## src/rtl/odnet_pkg.sv

```systemverilog
// Shared types and helpers for the open-drain line receiver (odnet_rx).
package odnet_pkg;

    typedef enum logic [1:0] {
        LOW  = 2'd0,
        RISE = 2'd1,
        HIGH = 2'd2,
        FALL = 2'd3
    } state_e;

    localparam int                GLITCH_CNT_W   = 8;
    localparam logic [GLITCH_CNT_W-1:0] GLITCH_CNT_MAX = 8'd255;

    // Settle counter must hold the larger of the two qualification targets.
    function automatic int cnt_width(input int rise_cycles, input int fall_cycles);
        int m;
        m = (rise_cycles > fall_cycles) ? rise_cycles : fall_cycles;
        return $clog2(m + 1);
    endfunction

endpackage

```

## src/rtl/odnet_sync.sv

```systemverilog
// N-stage synchronizer whose flops all reset to a configurable value.
module odnet_sync #(
    parameter int   N           = 2,
    parameter logic RESET_VALUE = 1'b1
) (
    input  logic clk,
    input  logic rst,
    input  logic d,
    output logic q
);

    logic [N-1:0] stage_q;
    logic [N-1:0] stage_d;

    always_comb begin
        stage_d = {stage_q[N-2:0], d};
    end

    always_ff @(posedge clk) begin
        if (rst) begin
            stage_q <= {N{RESET_VALUE}};
        end else begin
            stage_q <= stage_d;
        end
    end

    assign q = stage_q[N-1];

endmodule

```

## src/rtl/odnet_rx.sv

```systemverilog
// Open-drain net receiver: synchronize, qualify with asymmetric settle counts, emit strobes.
// Optional saturating glitch counter enabled by ODNET_GLITCH_COUNT_EN.
module odnet_rx
    import odnet_pkg::*;
#(
    parameter int   SYNC_STAGES = 2,
    parameter int   RISE_CYCLES = 4,
    parameter int   FALL_CYCLES = 1,
    parameter logic RESET_LEVEL = 1'b1
) (
    input  logic clk,
    input  logic rst,
    input  logic line,
    output logic level,
    output logic rise,
    output logic fall,
`ifdef ODNET_GLITCH_COUNT_EN
    output logic glitch,
    output logic [GLITCH_CNT_W-1:0] glitch_count
`else
    output logic glitch
`endif
);

    localparam int CNT_W = cnt_width(RISE_CYCLES, FALL_CYCLES);
    localparam logic [CNT_W-1:0] RISE_TGT = CNT_W'(RISE_CYCLES);
    localparam logic [CNT_W-1:0] FALL_TGT = CNT_W'(FALL_CYCLES);

    logic             s;
    state_e           state_q, state_d;
    logic [CNT_W-1:0] cnt_q, cnt_d, cnt_inc;
    logic             level_q, level_d;
    logic             rise_q, rise_d;
    logic             fall_q, fall_d;
    logic             glitch_q, glitch_d;

    odnet_sync #(
        .N           (SYNC_STAGES),
        .RESET_VALUE (RESET_LEVEL)
    ) u_sync (
        .clk (clk),
        .rst (rst),
        .d   (line),
        .q   (s)
    );

    assign cnt_inc = cnt_q + {{(CNT_W-1){1'b0}}, 1'b1};

    always_comb begin
        state_d  = state_q;
        cnt_d    = cnt_q;
        level_d  = level_q;
        rise_d   = 1'b0;
        fall_d   = 1'b0;
        glitch_d = 1'b0;
        case (state_q)
            LOW: begin
                if (s) begin
                    if (RISE_CYCLES == 1) begin
                        state_d = HIGH;
                        level_d = 1'b1;
                        rise_d  = 1'b1;
                        cnt_d   = '0;
                    end else begin
                        state_d = RISE;
                        cnt_d   = {{(CNT_W-1){1'b0}}, 1'b1};
                    end
                end else begin
                    cnt_d = '0;
                end
            end
            RISE: begin
                if (s) begin
                    if (cnt_inc == RISE_TGT) begin
                        state_d = HIGH;
                        level_d = 1'b1;
                        rise_d  = 1'b1;
                        cnt_d   = '0;
                    end else begin
                        cnt_d = cnt_inc;
                    end
                end else begin
                    state_d  = LOW;
                    glitch_d = 1'b1;
                    cnt_d    = '0;
                end
            end
            HIGH: begin
                if (!s) begin
                    if (FALL_CYCLES == 1) begin
                        state_d = LOW;
                        level_d = 1'b0;
                        fall_d  = 1'b1;
                        cnt_d   = '0;
                    end else begin
                        state_d = FALL;
                        cnt_d   = {{(CNT_W-1){1'b0}}, 1'b1};
                    end
                end else begin
                    cnt_d = '0;
                end
            end
            FALL: begin
                if (!s) begin
                    if (cnt_inc == FALL_TGT) begin
                        state_d = LOW;
                        level_d = 1'b0;
                        fall_d  = 1'b1;
                        cnt_d   = '0;
                    end else begin
                        cnt_d = cnt_inc;
                    end
                end else begin
                    state_d  = HIGH;
                    glitch_d = 1'b1;
                    cnt_d    = '0;
                end
            end
            default: begin
                state_d = RESET_LEVEL ? HIGH : LOW;
                level_d = RESET_LEVEL;
                cnt_d   = '0;
            end
        endcase
    end

    always_ff @(posedge clk) begin
        if (rst) begin
            state_q  <= RESET_LEVEL ? HIGH : LOW;
            cnt_q    <= '0;
            level_q  <= RESET_LEVEL;
            rise_q   <= 1'b0;
            fall_q   <= 1'b0;
            glitch_q <= 1'b0;
        end else begin
            state_q  <= state_d;
            cnt_q    <= cnt_d;
            level_q  <= level_d;
            rise_q   <= rise_d;
            fall_q   <= fall_d;
            glitch_q <= glitch_d;
        end
    end

    assign level  = level_q;
    assign rise   = rise_q;
    assign fall   = fall_q;
    assign glitch = glitch_q;

`ifdef ODNET_GLITCH_COUNT_EN
    logic [GLITCH_CNT_W-1:0] glitch_cnt_q, glitch_cnt_d;

    // Counts alongside the strobe it accompanies, holding at full scale.
    always_comb begin
        if (glitch_d && (glitch_cnt_q != GLITCH_CNT_MAX)) begin
            glitch_cnt_d = glitch_cnt_q + 8'd1;
        end else begin
            glitch_cnt_d = glitch_cnt_q;
        end
    end

    always_ff @(posedge clk) begin
        if (rst) begin
            glitch_cnt_q <= '0;
        end else begin
            glitch_cnt_q <= glitch_cnt_d;
        end
    end

    assign glitch_count = glitch_cnt_q;
`endif

endmodule

```

## config.mk

```make
export PLATFORM = sky130hd
export DESIGN_NAME = odnet_rx
export DESIGN_NICKNAME = d
export VERILOG_FILES = /design/src/rtl/odnet_pkg.sv /design/src/rtl/odnet_sync.sv /design/src/rtl/odnet_rx.sv
export SDC_FILE = /design/constraint.sdc
export NUM_CORES = 1
export LEC_CHECK = 0
export CORE_UTILIZATION = 30
export DETAILED_ROUTE_END_ITERATION = 10
export PLACE_DENSITY_LB_ADDON = 0.3
export SKIP_CTS_REPAIR_TIMING = 1
export SLEW_MARGIN = 10
export SYNTH_ARGS = -nofsm -noshare
export SYNTH_HDL_FRONTEND = slang
export SYNTH_SLANG_ARGS = --single-unit
```

## constraint.sdc

```tcl
create_clock -name clk -period 1.8 [get_ports clk]
set_input_delay 0.36 -clock clk [delete_from_list [all_inputs] [get_ports clk]]
set_output_delay 0.36 -clock clk [all_outputs]
set_load 0.02 [all_outputs]
```

; ---- Word level (Yosys, flattened, before mapping)
; Index checks and enable logic that the tools add are counted.
[totals]
ff_bits = 11
inputBits = 3
output_inout_bits = 4
word_cells = 54
[classes]
add_sub_neg = 1
n_eq_ne = 13
n_mux = 26
n_bitwise = 2
reduce_logical = 5
[ops]
columns = op, n
row1 = $mux 2, 6
row2 = $mux 3, 4
row3 = $pmux 3 s4, 1
row4 = $mux 1, 11
row5 = $ne 2x2->1 const B, 4
row6 = $pmux 2 s4, 1
row7 = $reduce_and 6->1, 1
row8 = $eq 2x2->1 const B, 2
row9 = $ne 2x1->1 const B, 2
row10 = $pmux 1 s2, 2
row11 = $reduce_and 4->1, 1
row12 = $add 3x1->3 const B, 1
row13 = $eq 3x1->1 const B, 1
row14 = $eq 3x3->1 const B, 1
row15 = $ne 3x2->1 const B, 1
row16 = $ne 3x3->1 const B, 1
row17 = $pmux 1 s3, 1
row18 = $reduce_bool 3->1, 1
row19 = $reduce_or 3->1, 1
row20 = $eq 2x1->1 const B, 1
row21 = $logic_not 2->1, 1
row22 = $not 1->1, 2

; ---- Logic depth before layout (Yosys ltp)
[depth]
word_depth = 5
mapped_depth = 5
ltp_nobuf = 5

; ---- Modules after synthesis
; From an unflattened synthesis, not the netlist that was laid out.
[unflattened]
hier_cells = 47
area_unflattened_um2 = 483.0
[modules_own_cells]
columns = module, n_inst, cells_per_inst, area_each_um2, seq_area_each_um2
row1 = odnet_rx, 1, 43, 430.4, 180.2
row2 = odnet_sync, 1, 4, 52.6, 40.0

; ---- Worst setup path after synthesis
; OpenSTA, ideal clock, no wires.
[synth_timing]
path_kind = reg2reg
startpoint = reg cnt_q[0]
endpoint = reg state_q[0]
setup_time_ns = 0.087
arrival_time_ns = 1.209
t_required_ns = 1.713
slack_ns = 0.504
path_stages_with_launch = 5
n_path_buf = 0
period_less_slack_ns = 1.296
path_cell_list = dfxtp_1 > ha_1 > xor2_2 > a311o_2 > o31ai_1
[synth_between]
elab_chain_len = 4
word_cells_on_any_way = 6
cone_classes = add/sub (1) / eq/ne (4) / reduce/logical (1)
[synth_lines]
columns = element, line_no
row1 = "start, declared", odnet_rx.sv:31  ; logic [CNT_W-1:0] cnt_q, cnt_d, cnt_inc;
row2 = "start signal, assigned", odnet_rx.sv:137  ; cnt_q <= cnt_d;
row3 = $add 3x1->3 (*), odnet_rx.sv:47  ; assign cnt_inc = cnt_q + {{(CNT_W-1){1'b0}}, 1'b1};
row4 = $eq 3x1->1 or $eq 3x3->1 (tied branches), "odnet_rx.sv:105, odnet_rx.sv:74"
row5 = $ne 3x2->1 (no source line) or $ne 3x3->1 (tied branches), n/a
row6 = $reduce_and 4->1 (no source line) (*), n/a
row7 = "end signal, assigned", odnet_rx.sv:129  ; state_q <= RESET_LEVEL ? HIGH : LOW;
row8 = "end signal, assigned", odnet_rx.sv:136  ; state_q <= state_d;
row9 = "end, declared", odnet_rx.sv:30  ; state_e state_q, state_d;
; Mark *: on every way between the ends. The rest lies on a longest branch, timed or not.
; A chain may end at the register's enable or synchronous reset.

; ---- Worst setup path in the final report
[layout_timing]
startpoint = reg level_q (netlist: level)
endpoint = out level
[layout_lines]
columns = element, line_no
row1 = "start, declared", odnet_rx.sv:32  ; logic level_q, level_d;
row2 = "start signal, assigned", odnet_rx.sv:138  ; level_q <= level_d;
row3 = "end, declared", odnet_rx.sv:14  ; output logic level,
; No word-level cell between the ends.

==> flow_metrics.tcl <==
set metrics [dict create \
    syn_inst 49 \
    synth_nets 55 \
    power_density_mw_per_mm2 804.8 \
    cp.arrival_ps 1200 \
    synthAdderAreaFrac 0.07916 \
    finalCritPeriodShare 0.8666 \
    grt_pass1_wl_mm 1.345 \
    cp_slowest_cell "clkdlybuf4s50_1" \
    dp_hpwl_microns 564.1 \
    netlist_top_cells_area "dfxtp_1 46%, ha_1 7.9%, o41ai_2 3.4%" \
    wl_microns 746 \
    die_h_microns 41.76 \
    yosys.area_share.simple 0.2243 \
    dieArea_sq_mm 0.001743 \
    grt_pass1_vias 328 \
    ys_ff_latch 11 \
    rows 13 \
    relSlewSlack 0.7975 \
    io_buffers 6 \
    min_path_cells 1 \
    layout.nets 65 \
    yosysSeqAreaShare 0.4644 \
    cp_cell_sequence "clkdlybuf4s50_1" \
    layout_min_cycle_time_ps 1560 \
    synth_mux_area_frac 0 \
    finalSetupViolations 0 \
    holdWs_ps 417.7 \
    cap_viol_max_count 0 \
    rsz0062_at_grt "no" \
    synth-compound-area-share 0.1583 \
    cts_made_buffers 3 \
    globalRouteOverflowTotal 0 \
    cp.depth 1 \
    htree_levels 1 \
    cts_buffer_depth 2 \
    leakage_nw 0.2496 \
    wl_per_cell_microns 10.22 \
    crit_fanout 2 \
    skew_ps 7.956 \
    pin_count 7 \
    avgSynthCellArea_sq_um 9.678 \
    cts-root-buf "clkbuf_4" \
    max_slew.worst_pin.slew_ps 303.5 \
    hold_path.class "reg2reg" \
    drc 0 \
    place_ws_ps 360.8 \
    cts_tree "built" \
    place_congestion 0.7620 \
    drv_slew 0 \
    critPathTopFamily "buffers and inverters" \
    crit_required_ps 1440 \
    final_cell_mix "11 x dfxtp_1, 6 x clkdlybuf4s50_1, 4 x inv_1, 4 x nand2_1" \
    synthDistinctLibCells 24 \
    start_util 0.3430 \
    path_buf_inv 1 \
    worstSetupPathType "reg2out" \
    fin_cells 73 \
    area_growth_pct 21.64 \
    die_w_microns 41.76 \
    synth_warnings 0 \
    cp-end-kind "output port" \
    vias 335 \
    timing.final.ws_setup_ps 240.2 \
    startpoint_type "register" \
    ant_nets 0 \
    synth_top_area_frac 0.4644 \
    drt_iter0_drc 8 \
    tns_ps 0 \
    yosys.area.top_type "dfxtp_1" \
    grt_max_degree 10 \
    fmax_ghz 0.6411 \
    slowest_delay_ps 600 \
    clock_sinks 11 \
    antenna_found_initial 0 \
    outcome "finished, final reports clean" \
    core_sq_mm 0.001383 \
    syn_area_sq_um 474.2 \
    diodes 0 \
    layout_commonest_cell "dfxtp_1" \
    grt_usage 0.1041 \
    hold_violations 0 \
    synth_xor_area_frac 0.03430 \
    clkLatencyLatePin_ps 270 \
    reg2reg_depth 4 \
    path_clk_slew_ps 80 \
    via_per_inst 4.589 \
    first_pass_iters 2 \
    dp_cells 69 \
    synth_top_family_by_area "simple AND/OR/NAND/NOR gates" \
    drive_above_1_share 0.2069 \
    peakVddDrop_mv 0.3654 \
]
==> sequential cells by signal, indices dropped and copies added, names as in the netlist <==
name and flops:
glitch 1, cnt_q 3, state_q 2, level 1, fall 1, rise 1
u_sync.stage_q 2
==> final cells by class <==
cell class,count,area [sq um]
Fill cell,142,805.8
Multi-Input combinational cell,33,235.2
Sequential cell,11,220.2
Timing Repair Buffer,6,60.06
Clock buffer,3,22.52
Tap cell,15,18.77
Inverter,4,15.01
Clock inverter,1,5.005
==> layer usage <==
metal	part of all wire	GRT usage	vias to the layer above	wire length, microns
met5	0	0	-	0
met4	0.0067	0.05806	0	5
met3	0.029	0.05217	2	22
met2	0.42	0.1406	5	316
met1	0.54	0.1319	141	401
li1	-	-	187	-
==> final timing paths <==
check | from | to | slack [ps]
setup / recovery | level | level | 240
hold / removal | u_sync.stage_q[0] | u_sync.stage_q[1] | 420
setup reg to reg | cnt_q[0] | cnt_q[0] | 410
hold reg to reg | u_sync.stage_q[0] | u_sync.stage_q[1] | 420
==> stage by stage <==
stage | util | total power (W) | area (sq um)
2_1_floorplan | - | 0.0002899 | 474.2
3_3_place_gp | 0.3973 | 0.0003046 | 549.3
3_5_place_dp | 0.3973 | 0.0003045 | 549.3
4_1_cts | 0.4172 | 0.0004728 | 576.8
5_1_grt | 0.4172 | 0.0004869 | 576.8
6_report | 0.4172 | 0.0004642 | 576.8
==> cell families after synthesis <==
group / count (synthesis)
AOI/OAI and AO/OA: 9
xor gates and xnor gates: 1
adders and majority gates: 3
buffers and inverters: 5
DFF: 11
and+or+nand+nor: 20
==> synthesized netlist by cell type (all sizes together) <==
| master | number |
|---|---|
| o31ai | 2 |
| nor2b | 2 |
| and2 | 1 |
| clkbuf | 1 |
| ha | 3 |
| nand4 | 1 |
| and3 | 2 |
| inv | 4 |
| o21ai | 2 |
| a31oi | 1 |
| nor2 | 3 |
| nand2 | 4 |
| o41ai | 1 |
| a22oi | 1 |
| a21oi | 1 |
| nand3 | 1 |
| nand2b | 2 |
| nor3 | 2 |
| a311o | 1 |
| xor2 | 1 |
| dfxtp | 11 |
| or2 | 2 |
==> report_power, final <==
part	leakage (nW)	internal, W	switching [W]	total [W]
clock	0.0177	0.0000822	0.0000835	0.000166
combinational	0.142	0.0000194	0.0000194	0.0000388
sequential	0.0898	0.000252	0.00000787	0.000260
==> worst reg2reg max path: stages, from the launching register on <==
cell and delay [ps]:
dfxtp_1 400, ha_1 220, xor2_2 280, o21ai_2 130, o41ai_2 270
Note: power is estimated with default switching activity, not from simulation.
